<file path="config.mk">
export PLATFORM = sky130hd
export DESIGN_NAME = vga_capture
export DESIGN_NICKNAME = d
export VERILOG_FILES = /design/src/rtl/vga_capture.sv
export SDC_FILE = /design/constraint.sdc
export NUM_CORES = 1
export LEC_CHECK = 0
export CAP_MARGIN = 5
export CORE_MARGIN = 1
export CORE_UTILIZATION = 45
export CTS_CLUSTER_DIAMETER = 150
export DETAILED_ROUTE_END_ITERATION = 12
export SKIP_LAST_GASP = 1
export SYNTH_ARGS = -nofsm -noshare
export SYNTH_HDL_FRONTEND = slang
export SYNTH_SLANG_ARGS = --single-unit
</file>
<file path="constraint.sdc">
create_clock -name aclk -period 3.25 [get_ports aclk]
set_input_delay 0.4875 -clock aclk [delete_from_list [all_inputs] [get_ports aclk]]
set_output_delay 0.4875 -clock aclk [all_outputs]
set_load 0.05 [all_outputs]
</file>
<file path="src/rtl/vga_capture.sv">
// VGA pixel capture into an AXI-Stream FIFO.
// Syncs are registered, timing is recovered from sync trailing edges, and active pixels are buffered.
module vga_capture #(
  parameter int H_ACTIVE   = 640,
  parameter int H_BP       = 48,
  parameter int V_ACTIVE   = 480,
  parameter int V_BP       = 33,
  parameter int FIFO_DEPTH = 16
) (
  input  logic        aclk,
  input  logic        aresetn,
  input  logic        pix_ce,
  input  logic        vsync,
  input  logic        hsync,
  input  logic [3:0]  r,
  input  logic [3:0]  g,
  input  logic [3:0]  b,
  output logic        pix_tvalid,
  input  logic        pix_tready,
  output logic [11:0] pix_tdata,
  output logic        pix_tlast,
  output logic        pix_tuser,
  output logic        sof,
  output logic        overflow
);

  localparam int HW = $clog2(H_BP + H_ACTIVE + 1);
  localparam int VW = $clog2(V_BP + V_ACTIVE + 1);
  localparam int AW = $clog2(FIFO_DEPTH);

  localparam logic [HW-1:0] H_START = HW'(H_BP);
  localparam logic [HW-1:0] H_END   = HW'(H_BP + H_ACTIVE);
  localparam logic [HW-1:0] H_LAST  = HW'(H_BP + H_ACTIVE - 1);
  localparam logic [VW-1:0] V_START = VW'(V_BP);
  localparam logic [VW-1:0] V_END   = VW'(V_BP + V_ACTIVE);

  localparam logic [1:0] SEEK    = 2'd0;
  localparam logic [1:0] CAPTURE = 2'd1;
  localparam logic [1:0] DROP    = 2'd2;

  logic          ce_q, vs_q, hs_q;
  logic [11:0]   rgb_q;
  logic          vs_prev, hs_prev, primed;
  logic          h_edge, v_edge;
  logic [HW-1:0] hcnt, h_now;
  logic [VW-1:0] vcnt, v_now;
  logic          active, s_tuser, s_tlast;
  logic [1:0]    state, state_nx;

  logic [FIFO_DEPTH-1:0][13:0] mem;
  logic [AW:0]   wptr, rptr;
  logic          full, empty, rd_en, wr_try, wr_en, drop;

  always_ff @(posedge aclk or negedge aresetn) begin
    if (!aresetn) begin
      ce_q  <= 1'b0;
      vs_q  <= 1'b0;
      hs_q  <= 1'b0;
      rgb_q <= '0;
    end else begin
      ce_q  <= pix_ce;
      vs_q  <= vsync;
      hs_q  <= hsync;
      rgb_q <= {b, g, r};
    end
  end

  // History is only valid once one strobed sample has been seen; this keeps
  // the cleared input registers from looking like a sync trailing edge.
  always_ff @(posedge aclk or negedge aresetn) begin
    if (!aresetn) begin
      vs_prev <= 1'b0;
      hs_prev <= 1'b0;
      primed  <= 1'b0;
    end else if (ce_q) begin
      vs_prev <= vs_q;
      hs_prev <= hs_q;
      primed  <= 1'b1;
    end
  end

  assign h_edge = ce_q && primed && hs_q && !hs_prev;
  assign v_edge = ce_q && primed && vs_q && !vs_prev;

  // h_now/v_now are the counter values that belong to the current sample.
  always_comb begin
    h_now = hcnt;
    v_now = vcnt;
    if (ce_q) begin
      if (h_edge)             h_now = '0;
      else if (hcnt != H_END) h_now = hcnt + 1'b1;
      if (v_edge)                       v_now = '0;
      else if (h_edge && vcnt != V_END) v_now = vcnt + 1'b1;
    end
  end

  always_ff @(posedge aclk or negedge aresetn) begin
    if (!aresetn) begin
      hcnt <= '0;
      vcnt <= '0;
    end else begin
      hcnt <= h_now;
      vcnt <= v_now;
    end
  end

  assign active  = ce_q && (h_now >= H_START) && (h_now < H_END) &&
                   (v_now >= V_START) && (v_now < V_END);
  assign s_tuser = (h_now == H_START) && (v_now == V_START);
  assign s_tlast = (h_now == H_LAST);

  assign empty      = (wptr == rptr);
  assign full       = (wptr[AW] != rptr[AW]) && (wptr[AW-1:0] == rptr[AW-1:0]);
  assign pix_tvalid = !empty;
  assign rd_en      = pix_tvalid && pix_tready;
  assign wr_try     = (state == CAPTURE) && active;
  assign wr_en      = wr_try && (!full || rd_en);
  assign drop       = wr_try && full && !rd_en;

  assign {pix_tuser, pix_tlast, pix_tdata} = mem[rptr[AW-1:0]];

  always_comb begin
    state_nx = state;
    case (state)
      SEEK:    if (v_edge) state_nx = CAPTURE;
      CAPTURE: if (drop)   state_nx = DROP;
      DROP:    if (v_edge) state_nx = CAPTURE;
      default: state_nx = SEEK;
    endcase
  end

  // Storage is cleared on reset so the output beat fields read zero.
  always_ff @(posedge aclk or negedge aresetn) begin
    if (!aresetn) begin
      mem      <= '0;
      wptr     <= '0;
      rptr     <= '0;
      state    <= SEEK;
      sof      <= 1'b0;
      overflow <= 1'b0;
    end else begin
      if (wr_en) begin
        mem[wptr[AW-1:0]] <= {s_tuser, s_tlast, rgb_q};
        wptr              <= wptr + 1'b1;
      end
      if (rd_en) rptr <= rptr + 1'b1;
      state <= state_nx;
      sof   <= wr_en && s_tuser;
      if (drop) overflow <= 1'b1;
    end
  end

endmodule

</file>
# Word-level counts from Yosys, hierarchy flattened
# Cells that the tools add are included.
dict set report classes {
  shift 0
  n_mux 14
  div_mod_pow 0
  multipliers 0
  reduce_logical 28
  addsub 4
  n_eq_ne 12
  order_cmp 7
  bitwise 0
}
# operator count
set ops {}
lappend ops {{$bwmux 224} 1}
lappend ops {{$mux 10} 6}
lappend ops {{$bmux 14 s4} 1}
lappend ops {{$demux 14 s4} 1}
lappend ops {{$mux 14} 2}
lappend ops {{$add 10x1->10 const B} 2}
lappend ops {{$eq 10x6->1 const B} 2}
lappend ops {{$ge 10x6->1 const B} 2}
lappend ops {{$lt 10x10->1 const B} 2}
lappend ops {{$ne 10x10->1 const B} 2}
lappend ops {{$logic_and 1x1->1} 19}
lappend ops {{$add 5x1->5 const B} 2}
lappend ops {{$eq 10x10->1 const B} 1}
lappend ops {{$lt 4x5->1 const B} 2}
lappend ops {{$eq 5x5->1} 1}
lappend ops {{$logic_not 1->1} 5}
lappend ops {{$eq 4x4->1} 1}
lappend ops {{$ge 4x1->1 const B} 1}
lappend ops {{$mux 2} 2}
lappend ops {{$pmux 2 s2} 1}
lappend ops {{$eq 2x1->1 const B} 1}
lappend ops {{$eq 2x2->1 const B} 1}
lappend ops {{$logic_not 2->1} 1}
lappend ops {{$ne 2x1->1 const B} 1}
lappend ops {{other kinds (5)} 5}
dict set report totals {
  romBits 0
  word_cells 95
  mem_count 0
  reg_bits 276
  latchBits 0
  ram_bits 0
}

# Longest topological paths before layout
dict set report logic_depth {
  word_depth 15
  depth_mapped 13
  ltp_nobuf 10
}

# Worst setup path after synthesis
# OpenSTA, ideal clock, no wires.
dict set report synth_path {
  path_type {register to output}
  start {register rptr[0]}
  end {output port pix_tdata[0]}
  stages_incl_launch_ff 6
  n_path_buf 3
  arrival_ps 2764
  setup_slack_ps -2
  cell_sequence {dfrtp_1 clkbuf_1 buf_1 buf_1 mux4_2 mux4_2}
}
dict set report synth_via {
  elab_chain_len 2
}
# item line
set synth_rtl {}
lappend synth_rtl {{from (decl)} 51} ;# logic [AW:0] wptr, rptr;
lappend synth_rtl {{from (signal assigned)} 146} ;# if (rd_en) rptr <= rptr + 1'b1;
lappend synth_rtl {{$bmux 14 s4} 120} ;# assign {pix_tuser, pix_tlast, pix_tdata} = mem[rptr[AW-1:0]];
lappend synth_rtl {{$mux 14 (not written as such)} 120}
lappend synth_rtl {{to (decl)} 20} ;# output logic [11:0] pix_tdata,
# Every way passes these cells. The select of a mux whose other input is x is not followed.

# Worst setup path after layout
dict set report layout_path {
  start {register vcnt[0]}
  end {register mem[136] (netlist name)}
}
dict set report layout_via {
  elab_chain_len 10
  elab_cells_between_ends 12
  cone_classes {add/sub: 1; order compare: 2; eq/ne: 1; mux: 3; reduce/logical: 5}
}
# item line
set layout_rtl {}
lappend layout_rtl {{from (decl)} 46} ;# logic [VW-1:0] vcnt, v_now;
lappend layout_rtl {{from (signal assigned)} 103} ;# vcnt <= v_now;
lappend layout_rtl {{parallel branches: the longest is 4 deep, another holds $add 10x1->10} --}
lappend layout_rtl {{$mux 10 *} 89} ;# if (ce_q) begin
lappend layout_rtl {{$ge 10x6->1} 108} ;# (v_now >= V_START) && (v_now < V_END);
lappend layout_rtl {{$logic_and 1x1->1} 107} ;# assign active = ce_q && (h_now >= H_START) && (h_now < H_END) &&
lappend layout_rtl {{$logic_and 1x1->1 *} 108}
lappend layout_rtl {{$logic_and 1x1->1 *} 116} ;# assign wr_try = (state == CAPTURE) && active;
lappend layout_rtl {{$logic_and 1x1->1 *} 117} ;# assign wr_en = wr_try && (!full || rd_en);
lappend layout_rtl {{to (signal, indexed assignment)} 143} ;# mem[wptr[AW-1:0]] <= {s_tuser, s_tlast, rgb_q};
lappend layout_rtl {{to (decl)} 50} ;# logic [FIFO_DEPTH-1:0][13:0] mem;
# Every way passes the cells marked *.
# A chain may end at the register's enable or synchronous reset.

==> key figures <==
Synthesis
  – Simple-Gate Fraction of Synth Area: 6.89%
  – Top cells by area, synth: dfrtp_1, mux4_2, mux2_2
  – Post-synthesis mux area share: between 30% and 40%
  – Synth Warn #: 0
  – Synth Area in Compound Gates: roughly 2.2%
  – Post-synth EDFFs: 0
  – Main combinational cell family by area after synthesis: multiplexers
  – Adder-cell area share of the yosys netlist: less than 1%
  – Avg Synthesized Cell Area: ~16 um2
  – Syn_nets: ~900
  – Synth area leader: dfrtp_1
  – Sequential share of the synthesized area: approximately half
  – Synth Instances: roughly 860
  – Top cell type's share of synthesized area: about half
  – XOR/XNOR Fraction of Synth Area: under 10%
  – Synth Register Bits: roughly 280
  – Post-synth cell types: a little over 70
  – Synthesized cell area: 13400 um2
  – Top FF cell, synth: dfrtp_1
  – Fraction of registers with async set/reset: 100%

Place
  – Pre-CTS WS: -0.00307 ns
  – Placed Cells: ~1300
  – Final Wtd Congestion: 0.873
  – Port-buffer cells: 34
  – Post-DP HPWL: roughly 19000 um

Cells and area
  – Most frequent cells in the layout: dfrtp_1, mux2_2, mux4_2
  – Reg area: ~6900 um2
  – Layout cells sized above 1: between 40% and 50%
  – Area delta synth->final: 17.2%
  – Diode count: 0
  – # fillers: 2315
  – Final net count: 948
  – Area of the multi-input gates: between 5000 and 6000 um2
  – Commonest non-fill, non-tap cell in the layout: dfrtp_1
  – Non-filler cells in the finished layout: about 1300

Clock network
  – CTS root buffer: clkbuf_16
  – Clock slew at reported path FFs: around 0.060 ns
  – H-tree depth: 1
  – CTS tree: yes
  – Worst skew pair latency: about 0.57 ns
  – Number of CTS-inserted buffers: 31
  – Sink Count: 276
  – CTS max path bufs: 3

Floorplan
  – Starting Density: between 40% and 50%
  – Die X: between 150 and 200 um
  – Core Area: a little under 30000 um2
  – I/O Pins: 35
  – Num rows: 62
  – Die Y: 174 um
  – Die Footprint: between 30000 and 40000 um2

Global routing
  – Initial antenna violation count: 0
  – Largest net degree at the start of global routing: approximately 100
  – Vias in the first global route: between 8000 and 9000
  – Total GRT Usage: between 20% and 30%
  – Gr ovfl total: 0
  – Global-route wire length before repair: a little under 50000 um

STA
  – Slew Limit Fails: 0
  – Final setup fails: 0
  – Final WS setup: roughly 0.14 ns
  – Fin crit period: slightly above 3 ns
  – Total negative slack: 0 ns
  – Fin. Hold Viols: 0
  – Fmax: about 320 MHz
  – Worst Max-Slew Pin Slew: just over 0.8 ns
  – Final Hold Slack: roughly 0.36 ns
  – Clock Skew: around 0.02 ns
  – Slew HR: a little under half
  – Final period util: a little over nine tenths

Drt
  – Number of vias per cell: ~5.7
  – Post-Route WL: around 30000 um
  – Drt drc: 0
  – Drt pass-1 iters: 6
  – Initial DRC count: between 400 and 500
  – Antenna Violating Nets Remaining: 0
  – WL per Instance: roughly 22 um
  – Vias: 7541

Power and ir drop
  – Reg power frac: between 40% and 50%
  – P_leak: approximately 0.007 uW
  – Clock power frac: 48.1%
  – Internal Power: approximately 5800 uW
  – NetSw: 1760 uW
  – Worst VDD drop: 0.364 mV
  – PwrDens: just under 500 nW/um2
  – Combinational share of power: approximately 4.4%
  – Sw frac: a little under a quarter
  – Overall Power: 7560 uW

Run status
  – Status: finished clean

Critical path
  – CP Capture Type: register
  – WS Path Type: register to register
  – Worst Path Max Fanout: 13
  – WP data required: around 3.7 ns
  – Crit path arrival time: approximately 3.6 ns
  – Startpoint Class: register

Hold path
  – HP Class: input pin to register

Job
  – Max-Cap Viols: 0
## per-layer routing
layer	routed length, um	share of wire [%]	GRT usage [%]
met2	14700	49	34.3
met4	650	2.2	5.15
met3	887	3.0	2.56
met1	13500	45	29.2
met5	0	0	0
## layout make-up
type                            count  area share (%)
Multi-Input combinational cell    503            38.1
Timing Repair Buffer               97            7.42
Inverter                           12           0.288
Sequential cell                   276            44.2
Tap cell                          384            3.07
Clock inverter                     21            1.50
Clock buffer                       37            5.42
## power groups by stage
stage | clock (uW) | combinational [uW] | sequential [uW]
after CTS | 3750 | 329 | 3590
after global placement | 0 | 313 | 3650
after global routing | 3880 | 379 | 3600
after floorplan | 0 | 188 | 3610
after detailed placement | 0 | 326 | 3650
final | 3640 | 329 | 3600
## final timing paths
| path | startpoint | endpoint | slack, ns | depth (start not counted) |
|---|---|---|---|---|
| min in group asynchronous | aresetn | mem[58] | 0.53 | 2 |
| hold / removal | g[2] | rgb_q[6] | 0.36 | 1 |
| hold reg to reg | overflow | overflow | 0.47 | 1 |
| setup / recovery | vcnt[0] | mem[136] | 0.14 | 11 |
| setup reg to reg | vcnt[0] | mem[136] | 0.14 | 11 |
| max in group asynchronous | aresetn | mem[7] | 1.79 | 3 |
## cells in the mapped netlist (all sizes together), types with 2 or more instances
library cell  instances
a211oi                4
a21o                  2
a21oi                 7
a311oi                2
a31o                  2
and2                  3
and3                  4
and4b                 3
buf                  31
clkbuf               35
dfrtp               276
ha                    9
inv                  12
mux2                228
mux2i                 3
mux4                 70
nand2                13
nand2b                3
nand3                 9
nand4                28
nand4b                2
nor2                 33
nor2b                 2
nor3                  6
nor3b                 4
nor4                  7
nor4bb                2
o21ai                 4
o31ai                 3
o41ai                 2
or2                   3
or3                   5
or3b                  2
or4                   2
xnor2                16
xor2                  9
## registers in the layout (all words and copies together) (netlist names)
name / count
ce_q: 1
hcnt: 10
hs_prev: 1
hs_q: 1
mem: 224
overflow: 1
primed: 1
rgb_q: 12
rptr: 5
sof: 1
state: 2
vcnt: 10
vs_prev: 1
vs_q: 1
wptr: 5
## stage by stage
stage          utilization, %  area [um2]
6_report                 54.1       15600
5_1_grt                  54.1       15600
4_1_cts                  53.9       15600
3_5_place_dp             50.1       14500
3_3_place_gp             50.1       14500
2_1_floorplan               -       13400
## cells by family after synthesis
| logic type | after synthesis |
|---|---|
| xor gates and xnor gates | 25 |
| DFF | 276 |
| adders and majority gates | 9 |
| AOI/OAI and AO/OA | 35 |
| and+or+nand+nor | 133 |
| muxes | 301 |
| buffers and inverters | 78 |
## worst max-delay path, stage by stage, from the launching register on
cell      delay, ns
dfrtp_1        0.42
ha_1           0.24
and3_1         0.24
nor4bb_1       0.32
a211oi_1       0.12
a41o_1         0.28
a222oi_1       0.35
and3_4         0.26
buf_12         0.19
nor2_4         0.06
buf_4          0.20
mux2_4         0.31
## repair_timing
action	in CTS	in global routing
buffers inserted	2	2
hold buffers	1	0
hold endpoints to repair	5	0
pin swaps	0	3
setup endpoints to repair	3	228
gates resized for setup	1	5
(Power assumes the default switching activity.)
